$ cat config.mk
export PLATFORM = sky130hd
export DESIGN_NAME = param_slice_fifo
export DESIGN_NICKNAME = d
export VERILOG_FILES = /design/src/rtl/param_slice_fifo.sv
export SDC_FILE = /design/constraint.sdc
export NUM_CORES = 1
export LEC_CHECK = 0
export CELL_PAD_IN_SITES_DETAIL_PLACEMENT = 0
export CELL_PAD_IN_SITES_GLOBAL_PLACEMENT = 1
export CORE_UTILIZATION = 40
export CTS_BUF_LIST = sky130_fd_sc_hd__clkbuf_4 sky130_fd_sc_hd__clkbuf_8 sky130_fd_sc_hd__clkbuf_16
export DETAILED_ROUTE_END_ITERATION = 16
export GPL_ROUTABILITY_DRIVEN = 0
export HOLD_SLACK_MARGIN = 0.05
export PLACE_DENSITY = 0.88
export SLEW_MARGIN = 30
export SYNTH_ARGS = -nofsm -noshare
export SYNTH_HDL_FRONTEND = slang
export SYNTH_SLANG_ARGS = --single-unit
$ cat constraint.sdc
create_clock -name clock -period 3 [get_ports clock]
set_input_delay 0.45 -clock clock [delete_from_list [all_inputs] [get_ports clock]]
set_output_delay 0.45 -clock clock [all_outputs]
set_load 0.01 [all_outputs]
$ cat src/rtl/param_slice_fifo.sv
// Field extractor feeding a DEPTH-entry FIFO: slices OUT_WIDTH bits from each accepted
// IN_WIDTH-bit word at a programmable offset and queues them on a valid/ready output stream.
module param_slice_fifo #(
  parameter int unsigned IN_WIDTH     = 8,
  parameter int unsigned OUT_WIDTH    = 2,
  parameter int unsigned DEPTH        = 4,
  parameter int unsigned RESET_OFFSET = 1,
  parameter int unsigned OFS_W        = ($clog2(IN_WIDTH + 1) > 1) ? $clog2(IN_WIDTH + 1) : 1,
  parameter int unsigned CNT_W        = $clog2(DEPTH + 1)
) (
  input  logic                 clock,
  input  logic                 reset,
  input  logic                 cfg_we,
  input  logic [OFS_W-1:0]     cfg_offset,
  output logic                 cfg_err,
  input  logic                 in_valid,
  output logic                 in_ready,
  input  logic [IN_WIDTH-1:0]  in_data,
  output logic                 out_valid,
  input  logic                 out_ready,
  output logic [OUT_WIDTH-1:0] out_data,
  output logic [CNT_W-1:0]     count
);

  localparam int unsigned PTR_W = ($clog2(DEPTH) > 1) ? $clog2(DEPTH) : 1;

  logic [OFS_W-1:0]     offset_q, offset_d;
  logic                 cfg_err_q, cfg_err_d;
  logic [CNT_W-1:0]     count_q, count_d;
  logic [PTR_W-1:0]     rd_ptr_q, rd_ptr_d;
  logic [PTR_W-1:0]     wr_ptr_q, wr_ptr_d;
  logic [OUT_WIDTH-1:0] mem_q [DEPTH];

  logic                 push, pop, cfg_legal;
  logic [OUT_WIDTH-1:0] field;

  // Zero-extending before the shift makes bits above IN_WIDTH-1 read as 0 (no wrap).
  assign field = OUT_WIDTH'({{OUT_WIDTH{1'b0}}, in_data} >> offset_q);

  assign in_ready  = (count_q < CNT_W'(DEPTH));
  assign out_valid = (count_q != '0);
  assign push      = in_valid && in_ready;
  assign pop       = out_valid && out_ready;
  assign cfg_legal = (cfg_offset <= OFS_W'(IN_WIDTH - 1));

  assign out_data = out_valid ? mem_q[rd_ptr_q] : '0;
  assign count    = count_q;
  assign cfg_err  = cfg_err_q;

  always_comb begin
    offset_d  = offset_q;
    cfg_err_d = cfg_err_q;
    count_d   = count_q;
    rd_ptr_d  = rd_ptr_q;
    wr_ptr_d  = wr_ptr_q;

    if (cfg_we) begin
      if (cfg_legal) begin
        offset_d = cfg_offset;
      end else begin
        cfg_err_d = 1'b1;
      end
    end

    // Modulo-DEPTH wrap so non-power-of-two depths work.
    if (push) begin
      wr_ptr_d = (wr_ptr_q == PTR_W'(DEPTH - 1)) ? '0 : wr_ptr_q + PTR_W'(1);
    end
    if (pop) begin
      rd_ptr_d = (rd_ptr_q == PTR_W'(DEPTH - 1)) ? '0 : rd_ptr_q + PTR_W'(1);
    end

    unique case ({push, pop})
      2'b10:   count_d = count_q + CNT_W'(1);
      2'b01:   count_d = count_q - CNT_W'(1);
      default: count_d = count_q;
    endcase
  end

  always_ff @(posedge clock) begin
    if (reset) begin
      offset_q  <= OFS_W'(RESET_OFFSET);
      cfg_err_q <= 1'b0;
      count_q   <= '0;
      rd_ptr_q  <= '0;
      wr_ptr_q  <= '0;
    end else begin
      offset_q  <= offset_d;
      cfg_err_q <= cfg_err_d;
      count_q   <= count_d;
      rd_ptr_q  <= rd_ptr_d;
      wr_ptr_q  <= wr_ptr_d;
    end
  end

  // Storage needs no reset: out_data is masked while the FIFO is empty.
  always_ff @(posedge clock) begin
    if (!reset && push) begin
      mem_q[wr_ptr_q] <= field;
    end
  end

endmodule

==> out/qor.yml, run 1 <==
outcome:
  run_status: "finished clean"
synthesis:
  netlist_instances: 90
  number_of_storage_elements_in_the_synthesis_netlist: 22
  synth_area_leaders: "dfxtp_1 (27%), edfxtp_1 (23%), ha_1 (7.2%)"
  yosysWarnings: 0
  synth_top_area_cell: "dfxtp_1"
  syn-mean-instance-area_um2: 11.6
  number_of_distinct_library_cells_after_synthesis: 25
  synth_sequential_area_ratio: 0.501
  synth_fp_nets: 114
  synthesis.area_mm2: 0.00104
  synth_top_area_share: 0.270
power_and_ir_drop:
  power.static_leakage_nw: 0.527
  combPwrFrac: 0.405
  power_density_mw_per_mm2: 672
  power_frac_seq: 0.453
  p_total_uw: 905
  power_switching_share: 0.323
  total_switching_power_uw: 292
  internal_power_uw: 613
  power.ir.vdd_worst_mv: 0.433
  power.clock.fraction: 0.143
worst_setup_path:
  timing.critical_path.required_ns: 2.55
  cp_data_arrival_time_ns: 1.82
  crit_path_start_kind: "register"
  reg2reg_slack_ns: 1.04
  worstPathMaxFanout: 2
  timing_worst_setup_path_type: "reg2out"
  element_type_at_the_critical_path_end: "output port"
die:
  rows: 18
  io_pins: 25
  die_height_um: 53.0
  die_x_um: 53.0
  core_area_mm2: 0.00248
  dieArea_mm2: 0.00281
  effective_utilization_at_floorplan: 0.420
clock_tree:
  sinks_on_clock_net: 22
  clk_transition_reported_paths_ns: 0.11
  clk-insertion-delay-late_ns: 0.29
  hold_buffers: 0
  cts.repair.resized: 0
  cts_root_buffer: "clkbuf_4"
  post-cts-setup-buffers: 0
  cts_buffer_count: 3
  tritoncts_clock_tree: "yes"
  cts-htree-levels: 1
  cts-root-to-sink-buffers: 2
sta:
  finClkSkew_ns: 0.00206
  fin_crit_ns: 2.27
  rsz0062_at_grt: "no"
  timing.final.max_slew_violations: 0
  timing.setup.tns_ns: 0
  final_min_period_over_clock_period: 0.757
  least_margin_pin_slew_ns: 0.398
  fmax_mhz: 440
  finalSetupViolCount: 0
  slew-limit-headroom: 0.734
  final_hold_violation_count: 0
final_layout:
  final_net_count: 143
  multiInputGateArea_um2: 482
  finalNonFillerCells: 148
  register_area_um2: 520
  number_of_antenna_diodes: 0
  flow.area_growth_from_synthesis_pct: 29.6
  final.fill_count: 229
  final_layout_size_suffix_gt1_frac: 0.0678
global_routing:
  grt_max_degree: 14
  globalRoute.totalOverflow: 0
  first_pass_grt_wire_length_um: 2750
  initial_antenna_violation_count: 0
  groute.usage.overall: 0.134
  number_of_global_route_vias_before_repair: 652
job:
  maxCapViolations: 0
routing:
  routedWlPerCell_um: 11.8
  ant_nets: 0
  detail_route.wirelength_um: 1740
  drt-initial-drc-count: 10
  vias: 729
  detailed_router_iteration_count_before_antenna_repair: 4
  post_drt_via_cell_ratio: 4.93
  route.detailed.drc: 0
place:
  post-dp-hpwl_um: 1400
  placement.io_buffers: 24
  placed_cell_count: 144
hold_path:
  min-delay-path-class: "reg2reg"
## cells in the mapped netlist (all sizes together)
master,number
xor2,2
dfxtp,14
nand2,3
nor3b,1
a31oi,1
a211o,1
a21oi,5
o21ai,1
fa,1
nor2,11
inv,9
nand3b,1
clkbuf,1
or3,2
mux2i,6
ha,6
o31ai,1
nor2b,5
mux4,4
edfxtp,8
o211a,1
nor3,1
nand2b,1
and2,4
## registers in the layout, summed over array words and instances, names as in the netlist, named ones only
register	flops
cfg_err	1
count	3
mem_q	8
offset_q	4
rd_ptr_q	2
wr_ptr_q	2
## cells in the final DEF, fill, tap and decap left out, drive strengths merged, types with 2 or more instances in the layout
master         synthesis  final
nor2b                  5      5
clkdlybuf4s50          0     24
ha                     6      6
clkbuf                 1      3
nand2                  3      3
mux2i                  6      6
xor2                   2      2
or3                    2      2
dfxtp                 14     14
and2                   4      4
mux4                   4      4
a21oi                  5      5
edfxtp                 8      8
inv                    9      9
nor2                  11     11
## critical path, stage by stage (launching register included)
cell and delay [ns]:
dfxtp_1 0.40, mux4_2 0.50, nor2b_1 0.14, clkdlybuf4s50_1 0.49
## final timing paths
kind / depth (start not counted) / startpoint / endpoint
worst max-delay path: 3 / register / out_data[0]
worst max register to register: 8 / count[2]$_SDFFE_PP0P_ / count[2]$_SDFFE_PP0P_
worst min-delay path: 2 / cfg_err$_SDFFE_PP0P_ / cfg_err$_SDFFE_PP0P_
worst min register to register: 2 / cfg_err$_SDFFE_PP0P_ / cfg_err$_SDFFE_PP0P_
## per-layer routing
metal / track usage / vias to the layer above / part of all wire
met3: 0.0172 / 2 / 0.020
li1: - / 367 / -
met1: 0.182 / 349 / 0.47
met2: 0.222 / 11 / 0.50
met4: 0.0395 / 0 / 0.0098
met5: 0 / - / 0
## metrics by stage
stage	utilization	setup WS, ns	hold WS, ns	instance area [µm²]
after global placement	0.533	0.667	0.451	1320
after global routing	0.544	0.623	0.529	1350
after detailed placement	0.533	0.615	0.462	1320
final	0.544	0.730	0.487	1350
after floorplan	-	1.09	0.463	1040
after CTS	0.544	0.698	0.496	1350
## kinds of logic after synthesis
kind of cell             synth area share
flip-flops                          0.501
multiplexers                        0.148
AND/OR/NAND/NOR                     0.142
adder cells (fa/ha/maj)            0.0915
buffers and inverters              0.0361
XOR/XNOR                           0.0169
AO/OA/AOI/OAI                      0.0650
## power groups by stage
| stage | Clock [mW] | Combinational, mW | Sequential, mW |
|---|---|---|---|
| detailed placement | 0 | 0.371 | 0.417 |
| global placement | 0 | 0.361 | 0.415 |
| floorplan | 0 | 0.209 | 0.414 |
| global route | 0.150 | 0.411 | 0.419 |
| finish | 0.129 | 0.366 | 0.410 |
| CTS | 0.138 | 0.373 | 0.411 |
## layout make-up
class	instances	share of cell area
Inverter	9	0.0251
Multi-Input combinational cell	58	0.357
Tap cell	30	0.0279
Sequential cell	22	0.386
Timing Repair Buffer	25	0.184
Clock inverter	1	0.00279
Clock buffer	3	0.0167
(Power assumes the default switching activity.)
==> run 2, diff against run 1 <==
--- a/config.mk
+++ b/config.mk
@@ -7,12 +7,12 @@
 export LEC_CHECK = 0
 export CELL_PAD_IN_SITES_DETAIL_PLACEMENT = 0
 export CELL_PAD_IN_SITES_GLOBAL_PLACEMENT = 1
-export CORE_UTILIZATION = 40
+export CORE_UTILIZATION = 37
 export CTS_BUF_LIST = sky130_fd_sc_hd__clkbuf_4 sky130_fd_sc_hd__clkbuf_8 sky130_fd_sc_hd__clkbuf_16
 export DETAILED_ROUTE_END_ITERATION = 16
 export GPL_ROUTABILITY_DRIVEN = 0
 export HOLD_SLACK_MARGIN = 0.05
-export PLACE_DENSITY = 0.88
+export PLACE_DENSITY = 0.83
 export SLEW_MARGIN = 30
 export SYNTH_ARGS = -nofsm -noshare
 export SYNTH_HDL_FRONTEND = slang
==> constraint.sdc (replaced) <==
create_clock -name clock -period 2.2 [get_ports clock]
set_input_delay 0.33 -clock clock [delete_from_list [all_inputs] [get_ports clock]]
set_output_delay 0.33 -clock clock [all_outputs]
set_load 0.01 [all_outputs]
==> out/qor.yml, run 2 (same netlist as run 1, synthesis figures left out) <==
outcome:
  run_status: "finished clean"
worst_setup_path:
  critPathBufInv: 2
  cp_data_arrival_time_ns: 1.61
  worstPathMaxFanout: 7
  crit_path_start_kind: "register"
  cpLargestDelayFamily: "buffers and inverters"
  crit_slowest_cell: "clkdlybuf4s50_1"
  element_type_at_the_critical_path_end: "output port"
  slowest_delay_ns: 0.48
  timing_worst_setup_path_type: "reg2out"
  crit_chain: "nor3_1 -> inv_1 -> clkdlybuf4s50_1"
  timing.critical_path.required_ns: 1.87
sta:
  fin_crit_ns: 1.94
  finClkSkew_ns: 0.00491
  final_hold_violation_count: 0
  whs_ns: 0.488
  fmax_mhz: 516
  finalSetupViolCount: 0
  least_margin_pin_slew_ns: 0.430
  slew-limit-headroom: 0.713
  timing.final.max_slew_violations: 0
  final_min_period_over_clock_period: 0.881
  rsz0062_at_grt: "no"
global_routing:
  global_route.usage.met1: 0.173
  number_of_global_route_vias_before_repair: 722
  use_met2: 0.251
  globalRoute.totalOverflow: 0
  grt_max_degree: 14
  groute.usage.overall: 0.148
  initial_antenna_violation_count: 0
  gr-max-usage-layer: "met2"
  grt_use_met3: 0.0492
  first_pass_grt_wire_length_um: 3020
die:
  io_pins: 25
  rows: 18
  die_height_um: 55.0
  die_x_um: 55.0
  effective_utilization_at_floorplan: 0.405
  dieArea_mm2: 0.00303
  core_area_mm2: 0.00257
routing:
  route.detailed.drc: 0
  vias: 732
  routedWlPerCell_um: 12.3
  detail_route.wirelength_um: 1870
  post_drt_via_cell_ratio: 4.82
  ant_nets: 0
  detailed_router_iteration_count_before_antenna_repair: 4
  drt-initial-drc-count: 8
final_layout:
  utilization_of_the_core_after_routing: 0.549
  flow.area_growth_from_synthesis_pct: 35.6
  final_cell_mix: "clkdlybuf4s50_1 (22), dfxtp_1 (13), nor2_1 (11)"
  final_layout_size_suffix_gt1_frac: 0.115
  regMostFlops: "mem_q"
  final_net_count: 147
  largest_reg_flops: 8
  number_of_antenna_diodes: 0
  mostFrequentLayoutCell: "clkdlybuf4s50_1"
place:
  placement.io_buffers: 24
  post-dp-hpwl_um: 1470
clock_tree:
  cts-htree-levels: 1
  sinks_on_clock_net: 22
  cts_buffer_count: 3
  clk_transition_reported_paths_ns: 0.12
  hold_buffers: 0
  clk-insertion-delay-late_ns: 0.31
  tritoncts_clock_tree: "yes"
  cts_root_buffer: "clkbuf_4"
  cts-root-to-sink-buffers: 2
hold_path:
  min-delay-path-class: "reg2reg"
power_and_ir_drop:
  power.static_leakage_nw: 0.590
  p_total_mw: 1.40
  power_density_mw_per_mm2: 994
  power.ir.vdd_worst_mv: 0.672
job:
  maxCapViolations: 0
run 2: routing by layer:
layer  routed length, µm  share of wire
met1                 847           0.45
met2                 917           0.49
met5                   0              0
met3                  76          0.041
met4                  28          0.015
run 2: repair_timing:
action / CTS / global route
buffers inserted: 0 / 0
gates resized for setup: 1 / 2
endpoints found under the setup margin: 2 / 2
endpoints found under the hold margin: 0 / 0
run 2: through the flow:
| stage | TNS [ns] | std cells | worst slack [ns] | instance area, µm² |
|---|---|---|---|---|
| after global routing | 0 | 152 | 0.110 | 1410 |
| after global placement | 0 | 148 | 0.0417 | 1350 |
| after CTS | 0 | 152 | 0.0270 | 1410 |
| after detailed placement | -0.0162 | 148 | -0.0162 | 1350 |
| final | 0 | 152 | 0.262 | 1410 |
| after floorplan | 0 | 90 | 0.329 | 1040 |
run 2: path summary, 6_finish.rpt:
| kind | from | endpoint | slack [ns] | cells past startpoint |
|---|---|---|---|---|
| hold / removal | cfg_err$_SDFFE_PP0P_ | cfg_err$_SDFFE_PP0P_ | 0.49 | 2 |
| hold reg to reg | cfg_err$_SDFFE_PP0P_ | cfg_err$_SDFFE_PP0P_ | 0.49 | 2 |
| setup / recovery | count[2]$_SDFFE_PP0P_ | out_valid | 0.26 | 3 |
| setup reg to reg | count[2]$_SDFFE_PP0P_ | count[2]$_SDFFE_PP0P_ | 0.28 | 8 |
run 2: tightest hold or removal path, cell delays in order, from the launching register on:
cell	delay, ns
dfxtp_1	0.35
a21oi_1	0.04
nor2_1	0.07
run 2: cell type report:
| class | instances | area, µm² |
|---|---|---|
| tap | 30 | 37.5 |
| clock buffer | 3 | 22.5 |
| timing repair buffer | 29 | 283 |
| sequential | 22 | 522 |
| multi-input combinational | 58 | 482 |
| inverter | 9 | 33.8 |
| clock inverter | 1 | 30.0 |
| fill | 242 | 1160 |
run 2: power by group:
group          switching (mW)  internal (mW)  total, mW
sequential             0.0670          0.491      0.558
clock                   0.125          0.184      0.310
combinational           0.230          0.303      0.534
